`config.mk`:
```
export PLATFORM = sky130hd
export DESIGN_NAME = cpu5_mc_ctrl
export DESIGN_NICKNAME = d
export VERILOG_FILES = /design/src/rtl/cpu5_mc_ctrl.sv
export SDC_FILE = /design/constraint.sdc
export NUM_CORES = 1
export LEC_CHECK = 0
export CORE_MARGIN = 4
export CORE_UTILIZATION = 45
export CTS_BUF_LIST = sky130_fd_sc_hd__clkbuf_8 sky130_fd_sc_hd__clkbuf_16
export CTS_CLUSTER_SIZE = 24
export DETAILED_ROUTE_END_ITERATION = 8
export PLACE_DENSITY = 0.8
export SLEW_MARGIN = 40
export SYNTH_ARGS = -nofsm -noshare
export SYNTH_HDL_FRONTEND = slang
export SYNTH_SLANG_ARGS = --single-unit
```
`constraint.sdc`:
```
create_clock -name clk -period 2.2 [get_ports clk]
set_input_delay 0.33 -clock clk [delete_from_list [all_inputs] [get_ports clk]]
set_output_delay 0.33 -clock clk [all_outputs]
set_load 0.01 [all_outputs]
```
`src/rtl/cpu5_mc_ctrl.sv`:
```
// cpu5_mc_ctrl: multicycle main control FSM with memory handshake, illegal-opcode trap and retire counter
module cpu5_mc_ctrl #(
  parameter int OP_W = 6,
  parameter int ALUOP_W = 2,
  parameter int CNT_W = 16,
  parameter logic [OP_W-1:0] OP_RTYPE = 6'b000000,
  parameter logic [OP_W-1:0] OP_LW = 6'b100011,
  parameter logic [OP_W-1:0] OP_SW = 6'b101011,
  parameter logic [OP_W-1:0] OP_BEQ = 6'b000100,
  parameter logic [OP_W-1:0] OP_ADDI = 6'b001000,
  parameter logic [OP_W-1:0] OP_J = 6'b000010
) (
  input  logic clk,
  input  logic reset,
  input  logic [OP_W-1:0] op,
  input  logic mem_ready,
  output logic mem_req,
  output logic iord,
  output logic memwrite,
  output logic irwrite,
  output logic pcwrite,
  output logic branch,
  output logic regdst,
  output logic memtoreg,
  output logic regwrite,
  output logic alusrca,
  output logic [1:0] alusrcb,
  output logic [1:0] pcsrc,
  output logic [ALUOP_W-1:0] aluop,
  output logic illegal_op,
  output logic instr_retired,
  output logic [CNT_W-1:0] retired_cnt,
  output logic [3:0] state
);
  localparam logic [3:0] S_FETCH = 4'd0;
  localparam logic [3:0] S_DECODE = 4'd1;
  localparam logic [3:0] S_MEMADR = 4'd2;
  localparam logic [3:0] S_MEMRD = 4'd3;
  localparam logic [3:0] S_MEMWB = 4'd4;
  localparam logic [3:0] S_MEMWR = 4'd5;
  localparam logic [3:0] S_EXEC = 4'd6;
  localparam logic [3:0] S_ALUWB = 4'd7;
  localparam logic [3:0] S_BRANCH = 4'd8;
  localparam logic [3:0] S_ADDIEX = 4'd9;
  localparam logic [3:0] S_ADDIWB = 4'd10;
  localparam logic [3:0] S_JUMP = 4'd11;
  localparam logic [3:0] S_ILLEGAL = 4'd12;
  logic [3:0] next_state;
  logic [1:0] aluop2;
  logic ret;
  always_ff @(posedge clk)
    if (reset) state <= S_FETCH;
    else state <= next_state;
  always_ff @(posedge clk)
    if (reset) retired_cnt <= '0;
    else if (instr_retired) retired_cnt <= retired_cnt + 1'b1;
  always_comb begin
    next_state = S_FETCH;
    case (state)
      S_FETCH:  next_state = mem_ready ? S_DECODE : S_FETCH;
      S_DECODE: next_state = (op == OP_LW || op == OP_SW) ? S_MEMADR :
                             (op == OP_RTYPE) ? S_EXEC :
                             (op == OP_BEQ) ? S_BRANCH :
                             (op == OP_ADDI) ? S_ADDIEX :
                             (op == OP_J) ? S_JUMP : S_ILLEGAL;
      S_MEMADR: next_state = (op == OP_LW) ? S_MEMRD : S_MEMWR;
      S_MEMRD:  next_state = mem_ready ? S_MEMWB : S_MEMRD;
      S_MEMWR:  next_state = mem_ready ? S_FETCH : S_MEMWR;
      S_EXEC:   next_state = S_ALUWB;
      S_ADDIEX: next_state = S_ADDIWB;
      default:  next_state = S_FETCH;
    endcase
  end
  // enables are computed per state, then all write/request strobes are masked while reset is high
  always_comb begin
    mem_req = 1'b0;
    iord = 1'b0;
    memwrite = 1'b0;
    irwrite = 1'b0;
    pcwrite = 1'b0;
    branch = 1'b0;
    regdst = 1'b0;
    memtoreg = 1'b0;
    regwrite = 1'b0;
    alusrca = 1'b0;
    alusrcb = 2'b00;
    pcsrc = 2'b00;
    aluop2 = 2'b00;
    illegal_op = 1'b0;
    ret = 1'b0;
    case (state)
      S_FETCH: begin
        mem_req = 1'b1;
        alusrcb = 2'b01;
        irwrite = mem_ready;
        pcwrite = mem_ready;
      end
      S_DECODE: alusrcb = 2'b11;
      S_MEMADR, S_ADDIEX: begin
        alusrca = 1'b1;
        alusrcb = 2'b10;
      end
      S_MEMRD: begin
        mem_req = 1'b1;
        iord = 1'b1;
      end
      S_MEMWB: begin
        regwrite = 1'b1;
        memtoreg = 1'b1;
        ret = 1'b1;
      end
      S_MEMWR: begin
        mem_req = 1'b1;
        iord = 1'b1;
        memwrite = 1'b1;
        ret = mem_ready;
      end
      S_EXEC: begin
        alusrca = 1'b1;
        aluop2 = 2'b10;
      end
      S_ALUWB: begin
        regwrite = 1'b1;
        regdst = 1'b1;
        ret = 1'b1;
      end
      S_BRANCH: begin
        alusrca = 1'b1;
        aluop2 = 2'b01;
        pcsrc = 2'b01;
        branch = 1'b1;
        ret = 1'b1;
      end
      S_ADDIWB: begin
        regwrite = 1'b1;
        ret = 1'b1;
      end
      S_JUMP: begin
        pcsrc = 2'b10;
        pcwrite = 1'b1;
        ret = 1'b1;
      end
      S_ILLEGAL: illegal_op = 1'b1;
      default: ;
    endcase
    if (reset) begin
      mem_req = 1'b0;
      memwrite = 1'b0;
      irwrite = 1'b0;
      pcwrite = 1'b0;
      branch = 1'b0;
      regwrite = 1'b0;
      illegal_op = 1'b0;
      ret = 1'b0;
    end
    instr_retired = ret;
    aluop = ALUOP_W'(aluop2);
  end
endmodule

```
# [Word level (Yosys, flattened, before mapping)]
# Index checks and enable logic that the tools add are counted.
[word_totals] output_inout_bits=38 regBits=20
[classes] muxes=33 n_eq_ne=17 add_sub_neg=1 n_reduce_logical=9
[op_table] cell="case mux 4 bit (7 select lines)" n=1
[op_table] cell="== test 4 bit, second input constant" n=5
[op_table] cell="2-to-1 mux 1 bit" n=19
[op_table] cell="2-to-1 mux 3 bit" n=6
[op_table] cell="adder 16 x 1 -> 16 bit, second input constant" n=1
[op_table] cell="== test 4 x 3 -> 1 bit, second input constant" n=4
[op_table] cell="== test 6 bit, second input constant" n=2
[op_table] cell="== test 4 x 2 -> 1 bit, second input constant" n=2
[op_table] cell="2-to-1 mux 4 bit" n=2
[op_table] cell="case mux 2 bit (2 select lines)" n=2
[op_table] cell="== test 6 x 2 -> 1 bit, second input constant" n=1
[op_table] cell="== test 6 x 3 -> 1 bit, second input constant" n=1
[op_table] cell="== test 6 x 4 -> 1 bit, second input constant" n=1
[op_table] cell="zero test 6 bit" n=1
[op_table] cell="case mux 2 bit (3 select lines)" n=1
[op_table] cell="OR reduction 3 bit" n=2
[op_table] cell="OR reduction 5 bit" n=1
[op_table] cell="== test 4 x 1 -> 1 bit, second input constant" n=1
[op_table] cell="zero test 4 bit" n=1
[op_table] cell="case mux 1 bit (2 select lines)" n=2
[op_table] cell="OR reduction 2 bit" n=2
[op_table] cell="OR reduction 4 bit" n=1
[op_table] cell="logical OR 1 bit" n=1

# [Logic depth before layout (Yosys ltp)]
# Gate-level depths: netlist (run 1).
[logic_depth] word_depth=7 ltp_mapped=8

# [Worst setup path before layout (run 1)]
# No wires, ideal clock.
[synth_path] path_kind="reg2reg" startpoint="register state[1]" endpoint="register retired_cnt[10]" path_stages_with_launch=8 setup_slack_ps=333 n_path_buf=3 arrival_ps=1797 cell_sequence="dfxtp_1 buf_6 nor2b_4 buf_6 o32a_4 buf_6 or4_1 a21oi_1"
[synth_via] elab_chain_len=4 elab_cells_between_ends=9
[synth_lines] item="start, declared" line_no="33" rtl="output logic [3:0] state"
[synth_lines] item="start signal, assigned" line_no="53" rtl="else state <= next_state;"
[synth_lines] item="== test 4 bit or == test 4 x 3 -> 1 bit (tied branches)" line_no="91" rtl="case (state)"
[synth_lines] item="OR reduction 5 bit (no source line)"
[synth_lines] item="case mux 1 bit (2 select lines) *" line_no="91"
[synth_lines] item="2-to-1 mux 1 bit *" line_no="146" rtl="if (reset) begin"
[synth_lines] item="end signal, assigned" line_no="56" rtl="else if (instr_retired) retired_cnt <= retired_cnt + 1'b1;"
[synth_lines] item="end, declared" line_no="32" rtl="output logic [CNT_W-1:0] retired_cnt,"
# Every way passes the cells marked *; elsewhere a longest branch is shown, timed or not.
# A chain may end at the register's enable or synchronous reset.

# [Worst setup path in the final report (run 1)]
[layout_path] startpoint="register state[1]" endpoint="output irwrite"
[layout_via] elab_chain_len=3
[layout_lines] item="zero test 4 bit" line_no="91"
[layout_lines] item="2-to-1 mux 1 bit" line_no="91"
[layout_lines] item="2-to-1 mux 1 bit" line_no="146"
[layout_lines] item="end, declared" line_no="20" rtl="output logic irwrite,"
# Every way passes these cells.

==> impl_metrics.yaml, run 1 <==
detailed_routing:
  detail_route.vias_per_cell: 6.13
  wl_per_cell_um: 16.2
  drt_iter0_markers: 60
  ant_nets: 0
  wirelength_um: 4030
  drc_errors: 0
  drt_first_pass_iters: 4
  num_vias: 1527
synth:
  async_reset_ff_share_pct: 0
  synth-xor-area-share_pct: 2.64
  synth_top_family_by_area: "simple AND/OR/NAND/NOR gates"
  ys_types: 41
  synth_flop_cell: "dfxtp_1"
  postSynthCellCount: 173
  ys_seq_elements: 20
  yosys.area_share.adder_pct: 0.943
  synth_nets: 183
  yosysWarningCount: 0
  synth_area_per_cell_um2: 7.67
  mappedNetlistArea_um2: 1330
  synth_edf_count: 0
  muxShareOfSynthArea_pct: 0.754
  synth_top_area_share_pct: 30.2
  synthTopCellsByArea: "dfxtp_1 (30%), a21oi_1 (7.9%), o31ai_1 (5.1%)"
  yosys.area.top_type: "dfxtp_1"
  yosys.area_share.simple_pct: 31.8
  synth_compound_area_share_pct: 25.8
  ys_seq_area_share_pct: 30.2
clock_tree:
  numCtsBuffers: 3
  clock_sinks: 20
  cts_buffer_depth: 2
  cts_root_buffer: "clkbuf_8"
  cts_setup_buffers: 0
  cts_tree: "built"
  cts_max_level: 1
  cts.clk_slew.worst_paths_ps: 80
  clk_latency_ps: 260
global_route:
  grt_pass1_vias: 1413
  grt_max_degree: 24
  grt_antenna_before_repair: 0
  grt_overflow: 0
  grt_pass1_wl_um: 6790
  track_usage_pct: 20.7
sta:
  fin_tns_setup_ps: 0
  final-hold-violation-count: 0
  slew_headroom_pct: 66.0
  grt_setup_unrepaired: "false"
  timing.final.crit_share_pct: 95.5
  worst_slew_pin_slew_ps: 508
  timing.final.ws_setup_ps: 98.6
  finalCriticalPeriod_ps: 2100
  fmax_mhz: 476
  finClkSkew_ps: 7.91
  setup_viol: 0
  drv_slew: 0
placed_design:
  hpwlAfterDp_um: 2940
  placed_area_um2: 1820
  finalWeightedCongestion: 0.806
  port-buffer-count: 46
  pre_cts_ws_ps: -70.9
setup_path:
  crit_path_start_kind: "flip-flop"
  slowest_stage: "clkdlybuf4s50_1"
  cp_cell_sequence: "buf_4, nor3_4, and3_1, clkdlybuf4s50_1"
  arrival_ps: 1770
  worst_setup_path_end_kind: "primary output"
  cp_slowest_stage_delay_ps: 550
  crit_fanout: 9
  path_class: "flip-flop to primary output"
  crit_required_ps: 1870
cells_and_area:
  drive_gt1_share_pct: 11.9
  design_area_um2: 1930
  antenna_cells: 0
  synthToLayoutAreaGrowth_pct: 45.1
  utilization_pct: 69.2
  nNetsFinal: 229
run:
  max_cap_violations: 0
power:
  leakage_nw: 0.739
  worst_ir_drop_vdd_mv: 0.606
  p_per_area_nw_per_um2: 592
  p_total_w: 0.00114
floorplan:
  die_w_um: 62.3
  rows: 19
  design.core.area_um2: 2780
  io_pins: 47
  dieArea_um2: 3880
  die_h_um: 62.3
  initial_core_util_pct: 47.7
hold_path:
  hold_path_class: "flip-flop to flip-flop"
run_status:
  outcome: "finished clean"
[layout make-up]
cell class	instances	area, µm²
inverters	4	15.0
flip-flops and latches	20	409
clock buffers	3	41.3
clock inverters	1	30.0
well taps	31	38.8
multi-input cells	133	840
fillers	222	856
repair buffers	57	552
[worst max-delay path, delay by kind of cell (launching register included)]
family / cells / cell delay [ps]
buffers and inverters: 2 / 730
DFF: 1 / 380
and+or+nand+nor: 2 / 410
[cell usage after synthesis (5+ instances only)]
cell      count
a21oi_1      21
o21ai_0       6
or4_1         8
and3_1        6
nor2_1       13
dfxtp_1      20
nand3_1       9
nor3_1        8
or3_1         6
o21ai_1       5
clkbuf_1      8
nand2_1       7
o31ai_1       9
[cell usage in the layout, fill, tap and decap left out, types with 2 or more instances in the layout]
cell type | Yosys | routed
a21oi_1 | 21 | 21
a22oi_1 | 2 | 2
and3_1 | 6 | 6
and4_1 | 3 | 3
buf_4 | 1 | 11
clkbuf_8 | 0 | 3
clkdlybuf4s50_1 | 0 | 41
dfxtp_1 | 20 | 17
dfxtp_4 | 0 | 2
dlymetal6s2s_1 | 0 | 4
inv_1 | 4 | 4
nand2_1 | 7 | 7
nand2b_1 | 3 | 3
nand3_1 | 9 | 9
nand4_1 | 3 | 3
nor2_1 | 13 | 13
nor2b_1 | 2 | 2
nor3_1 | 8 | 6
o21ai_0 | 6 | 6
o21ai_1 | 5 | 5
o31ai_1 | 9 | 9
o41ai_1 | 3 | 3
or3_1 | 6 | 6
or4_1 | 8 | 8
xor2_1 | 3 | 3
[path summary, 6_finish.rpt]
path / from / end / slack [ps] / depth (start not counted)
hold / removal: retired_cnt[15] / retired_cnt[15] / 490 / 2
setup / recovery: state[1] / irwrite / 100 / 4
setup reg to reg: state[3] / retired_cnt[3] / 230 / 6
hold reg to reg: retired_cnt[15] / retired_cnt[15] / 490 / 2
[flip-flops by register name, indices dropped and copies added (netlist names)]
register and flops:
state 4, retired_cnt 16
[through the flow]
stage          hold WS (ps)  std cells
2_1_floorplan           496        173
3_3_place_gp            462        245
3_5_place_dp            485        245
4_1_cts                 498        249
5_1_grt                 528        249
6_report                493        249
[power by group]
part	internal [W]	total (W)	leakage [nW]	switching [W]
logic	0.000178	0.000367	0.540	0.000189
clock network	0.000243	0.000369	0.0357	0.000126
registers	0.000377	0.000404	0.163	0.0000269
[cells by family after synthesis]
family | count (synthesis)
flip-flops | 20
buffers and inverters | 20
AO/OA/AOI/OAI | 53
AND/OR/NAND/NOR | 74
multiplexers | 1
adder cells (fa/ha/maj) | 1
XOR/XNOR | 4
[layer usage]
layer | wire (µm) | vias to the layer above | track usage [%]
met5 | 0 | - | 0
met4 | 65 | 0 | 5.31
met3 | 290 | 8 | 4.68
met2 | 1960 | 67 | 33.4
met1 | 1720 | 709 | 27.7
li1 | - | 743 | -
[timing repair]
item	in CTS	in global routing
pin swaps	0	0
setup endpoints to repair	8	4
cloned	0	0
resized for setup	9	5
hold buffers	0	0
No activity file was read; power rests on OpenSTA's default activity.
==> run 2: changes to the inputs <==
--- a/config.mk
+++ b/config.mk
@@ -11,6 +11,7 @@
 export CTS_CLUSTER_SIZE = 24
 export DETAILED_ROUTE_END_ITERATION = 8
 export PLACE_DENSITY = 0.8
+export REMOVE_ABC_BUFFERS = 1
 export SLEW_MARGIN = 40
 export SYNTH_ARGS = -nofsm -noshare
 export SYNTH_HDL_FRONTEND = slang
==> run 2 against run 1 <==
Net effect:
- wire length shrank 1.5%
- first-iteration DRC count grew 83%
- sequential power is essentially flat
- final cell count is the same
- clock-buffer cell count grew 1
- critical endpoint is now memwrite
- largest cell class unchanged
- largest power group unchanged
==> impl_metrics.yaml, run 2 (synthesis gave the netlist of run 1 again) <==
run_status:
  outcome: "finished clean"
detailed_routing:
  drc_errors: 0
  drt_iter0_markers: 110
  wl_per_cell_um: 16.0
  ant_nets: 0
  detail_route.vias_per_cell: 6.13
  wirelength_um: 3970
  drt_first_pass_iters: 4
  num_vias: 1527
global_route:
  grt_antenna_before_repair: 0
  track_usage_pct: 20.2
  grt_pass1_vias: 1418
  grt_pass1_wl_um: 6580
  grt_max_degree: 24
  grt_overflow: 0
clock_tree:
  cts_tree: "built"
  clk_latency_ps: 260
  cts.clk_slew.worst_paths_ps: 80
  cts_max_level: 1
  numCtsBuffers: 3
  cts_setup_buffers: 0
  clock_sinks: 20
  cts_buffer_depth: 2
  cts_root_buffer: "clkbuf_8"
run:
  max_cap_violations: 0
hold_path:
  holdCritStartpoint: "retired_cnt[15]"
  min_to: "retired_cnt[15]"
  hold_path_class: "flip-flop to flip-flop"
  hold_depth: 2
sta:
  worst_slew_pin_slew_ps: 448
  grt_setup_unrepaired: "false"
  drv_slew: 0
  timing.final.crit_share_pct: 96.1
  whs_ps: 481
  fmax_mhz: 473
  finClkSkew_ps: 5.79
  finalCriticalPeriod_ps: 2110
  setup_viol: 0
  slew_headroom_pct: 69.8
  final-hold-violation-count: 0
power:
  p_total_w: 0.00105
  leakage_nw: 0.714
  p_per_area_nw_per_um2: 551
  worst_ir_drop_vdd_mv: 0.507
cells_and_area:
  largestRegisters: "retired_cnt x16, state x4"
  antenna_cells: 0
  synthToLayoutAreaGrowth_pct: 43.8
  largest_reg_flops: 16
  drive_gt1_share_pct: 12.8
  regMostFlops: "retired_cnt"
  nNetsFinal: 229
  utilization_pct: 68.6
  final_cell_mix: "clkdlybuf4s50_1 (42), a21oi_1 (21), dfxtp_1 (16)"
  mostFrequentLayoutCell: "clkdlybuf4s50_1"
floorplan:
  dieArea_um2: 3880
  die_w_um: 62.3
  design.core.area_um2: 2780
  io_pins: 47
  die_h_um: 62.3
  rows: 19
  initial_core_util_pct: 47.7
setup_path:
  cp.buffers_inverters: 3
  r2r-end: "retired_cnt[4]"
  crit_path_start_kind: "input pin"
  worst-r2r-cell-count: 6
  reg2reg_from: "state[3]"
  reg2reg_slack_ps: 220
  crit_fanout: 13
  worst_setup_path_end_kind: "primary output"
  cp_cell_sequence: "clkdlybuf4s50_1, buf_6, nor3_1, clkdlybuf4s50_1"
  cp_common_cell: "clkdlybuf4s50_1"
  arrival_ps: 1780
  slowest_stage: "clkdlybuf4s50_1"
  cpLargestDelayFamily: "buffers and inverters"
  path_class: "input pin to primary output"
  crit_required_ps: 1870
  cp_slowest_stage_delay_ps: 570
placed_design:
  port-buffer-count: 46
  finalWeightedCongestion: 0.849
  hpwlAfterDp_um: 2880
[run 2: cell type report]
class                      instances  area (µm²)
inverter                           4        15.0
sequential                        20         405
multi-input combinational        133         842
fill                             227         872
tap                               31        38.8
timing repair buffer              57         553
clock buffer                       4        55.1
[run 2: per-layer routing]
metal  part of all wire [%]  vias up  GRT usage [%]
li1                       -      748              -
met1                     43      730           25.5
met2                     51       47           35.1
met3                    5.2        2           4.14
met4                   0.58        0           4.51
met5                      0        -              0
[run 2: worst min-delay path: stages (launching register included)]
cell and delay (ps):
dfxtp_1 320, o31ai_1 60, a21oi_1 60
[run 2: worst max path at each step]
stage	start	endpoint	slack (ps)	cells after the start
after CTS	state[1]	mem_req	20	5
after detailed placement	mem_ready	retired_cnt[5]	-40	6
after global routing	state[3]	pcsrc[0]	5	3
after global placement	mem_ready	instr_retired	-40	5
after floorplan	state[2]	retired_cnt[11]	260	4
final	reset	memwrite	90	4
[run 2: what timing repair did]
action	in CTS	in global routing
hold buffers	0	0
setup endpoints to repair	7	6
resized for setup	8	6
[run 2: power by group]
group / switching (W) / internal (W) / total (W)
Clock: 0.000122 / 0.000159 / 0.000281
Combinational: 0.000186 / 0.000177 / 0.000363
Sequential: 0.0000289 / 0.000378 / 0.000407
[run 2: stage by stage]
step / TNS (ps) / cell area, µm² / worst slack [ps] / std cells
after global placement: -48.2 / 1820 / -37.8 / 245
after CTS: 0 / 1890 / 16.1 / 249
after global routing: 0 / 1910 / 5.09 / 249
after detailed placement: -230 / 1820 / -41.0 / 245
final: 0 / 1910 / 85.5 / 249
after floorplan: 0 / 1240 / 256 / 157
==> run 3: changes to the inputs <==
--- a/config.mk
+++ b/config.mk
@@ -5,6 +5,7 @@
 export SDC_FILE = /design/constraint.sdc
 export NUM_CORES = 1
 export LEC_CHECK = 0
+export CORE_ASPECT_RATIO = 1.75
 export CORE_MARGIN = 4
 export CORE_UTILIZATION = 45
 export CTS_BUF_LIST = sky130_fd_sc_hd__clkbuf_8 sky130_fd_sc_hd__clkbuf_16
==> run 3 against run 2 <==
Net effect:
- non-clock buffer count rose by 5
- register-to-register slack improved by 50 ps
- final cell count is 0.40% higher
- highest routed layer unchanged
- flip-flop and latch count stayed put
- worst setup slack worse by 22 ps
- critical endpoint is now alusrcb[1]
- sequential power rose by 1%
- first-iteration DRC count down 57%
==> impl_metrics.yaml, run 3 (synthesis gave the netlist of run 1 again) <==
run_status:
  outcome: "finished clean"
clock_tree:
  cts_hold_buf: 0
  cts_root_buffer: "clkbuf_8"
  clock_sinks: 20
  cts.clk_slew.worst_paths_ps: 80
  cts_max_level: 1
  cts_tree: "built"
  cts_setup_buffers: 0
  clk_latency_ps: 260
  cts_buffer_depth: 2
  numCtsBuffers: 3
cells_and_area:
  antenna_cells: 0
  finalNonFillerCells: 250
  fillers: 218
  largest_reg_flops: 16
  mostFrequentLayoutCell: "clkdlybuf4s50_1"
  design_area_um2: 1960
  largestRegisters: "retired_cnt x16, state x4"
  synthToLayoutAreaGrowth_pct: 47.9
  regMostFlops: "retired_cnt"
  nNetsFinal: 234
  utilization_pct: 71.3
  drive_gt1_share_pct: 16.1
  final_cell_mix: "clkdlybuf4s50_1 (43), a21oi_1 (21), dfxtp_1 (16)"
setup_path:
  crit_path_start_kind: "flip-flop"
  crit_start: "state[1]"
  crit_fanout: 8
  reg2reg_from: "state[3]"
  reg2reg_slack_ps: 270
  crit_required_ps: 1870
  arrival_ps: 1810
  worst_setup_path_end_kind: "primary output"
  path_class: "flip-flop to primary output"
power:
  leakage_nw: 0.711
  worst_ir_drop_vdd_mv: 0.400
  p_per_area_nw_per_um2: 595
detailed_routing:
  drc_errors: 0
  num_vias: 1546
  drt_first_pass_iters: 4
  ant_nets: 0
  wirelength_um: 4060
  drt_iter0_markers: 47
  wl_per_cell_um: 16.2
  detail_route.vias_per_cell: 6.18
floorplan:
  design.core.area_um2: 2750
  die_h_um: 79.9
  io_pins: 47
  dieArea_um2: 3920
  die_w_um: 49.1
  initial_core_util_pct: 48.2
  rows: 25
sta:
  final-hold-violation-count: 0
  fin_tns_setup_ps: 0
  finalCriticalPeriod_ps: 2140
  worst_slew_pin_slew_ps: 500
  slew_headroom_pct: 66.6
  drv_slew: 0
  timing.final.crit_share_pct: 97.1
  fmax_mhz: 468
  whs_ps: 484
  setup_viol: 0
  finClkSkew_ps: 7.88
  grt_setup_unrepaired: "false"
global_route:
  track_usage_pct: 20.5
  grt_antenna_before_repair: 0
  grt_overflow: 0
  grt_pass1_wl_um: 6650
  grt_pass1_vias: 1527
  grt_max_degree: 22
placed_design:
  port-buffer-count: 46
  place_inst: 246
  placed_area_um2: 1850
  hpwlAfterDp_um: 3060
  finalWeightedCongestion: 0.997
hold_path:
  holdCritStartpoint: "retired_cnt[15]"
  hold_path_class: "flip-flop to flip-flop"
run:
  max_cap_violations: 0
run 3: cell count changes in the layout (fill, tap and decap cells not counted), sizes merged:
cell,before,now
clkbuf,4,3
dlymetal6s2s,3,1
buf,11,16
dlygate4sd2,1,2
bufinv,0,1
clkdlybuf4s50,42,43
run 3: critical path: stages, from the launching register on:
cell and delay (ps):
dfxtp_2 400, nor2b_4 280, nand2_1 140, a21oi_1 160, clkdlybuf4s50_1 560
run 3: area by class of cell:
cell class / instances / area, µm² / share of cell area, %
Clock buffer: 3 / 41.3 / 2.10
Clock inverter: 1 / 30.0 / 1.53
Inverter: 4 / 15.0 / 0.765
Multi-Input combinational cell: 133 / 847 / 43.1
Sequential cell: 20 / 408 / 20.8
Tap cell: 27 / 33.8 / 1.72
Timing Repair Buffer: 62 / 588 / 30.0
run 3: repair_timing:
action                     in CTS  in global routing
setup endpoints to repair       6                  2
resized for setup               9                  9
hold endpoints to repair        0                  0
pin swaps                       0                  1
run 3: final timing paths:
| check | end | depth (start not counted) |
|---|---|---|
| worst max register to register | retired_cnt[7] | 5 |
| worst min register to register | retired_cnt[15] | 2 |
| worst max-delay path | alusrcb[1] | 4 |
| worst min-delay path | retired_cnt[15] | 2 |
run 3: metal layers:
layer / part of all wire, % / vias to the layer above / track usage [%] / wire (µm)
met3: 6.0 / 11 / 3.36 / 244
li1: - / 752 / - / -
met1: 40 / 696 / 22.6 / 1630
met5: 0 / - / 0 / 0
met2: 52 / 87 / 37.8 / 2090
met4: 2.3 / 0 / 8.09 / 95
run 3: per-stage QoR:
stage	power, W	setup slack, ps
finish	0.00117	63.7
global route	0.00122	18.6
CTS	0.00116	10.0
detailed placement	0.000793	-29.9
global placement	0.000783	-24.1
floorplan	0.000576	256
run 3: power breakdown:
group | switching (W) | internal (W) | leakage (nW)
combinational | 0.000191 | 0.000201 | 0.512
sequential | 0.0000325 | 0.000379 | 0.164
clock | 0.000122 | 0.000243 | 0.0357
total | 0.000346 | 0.000822 | 0.711
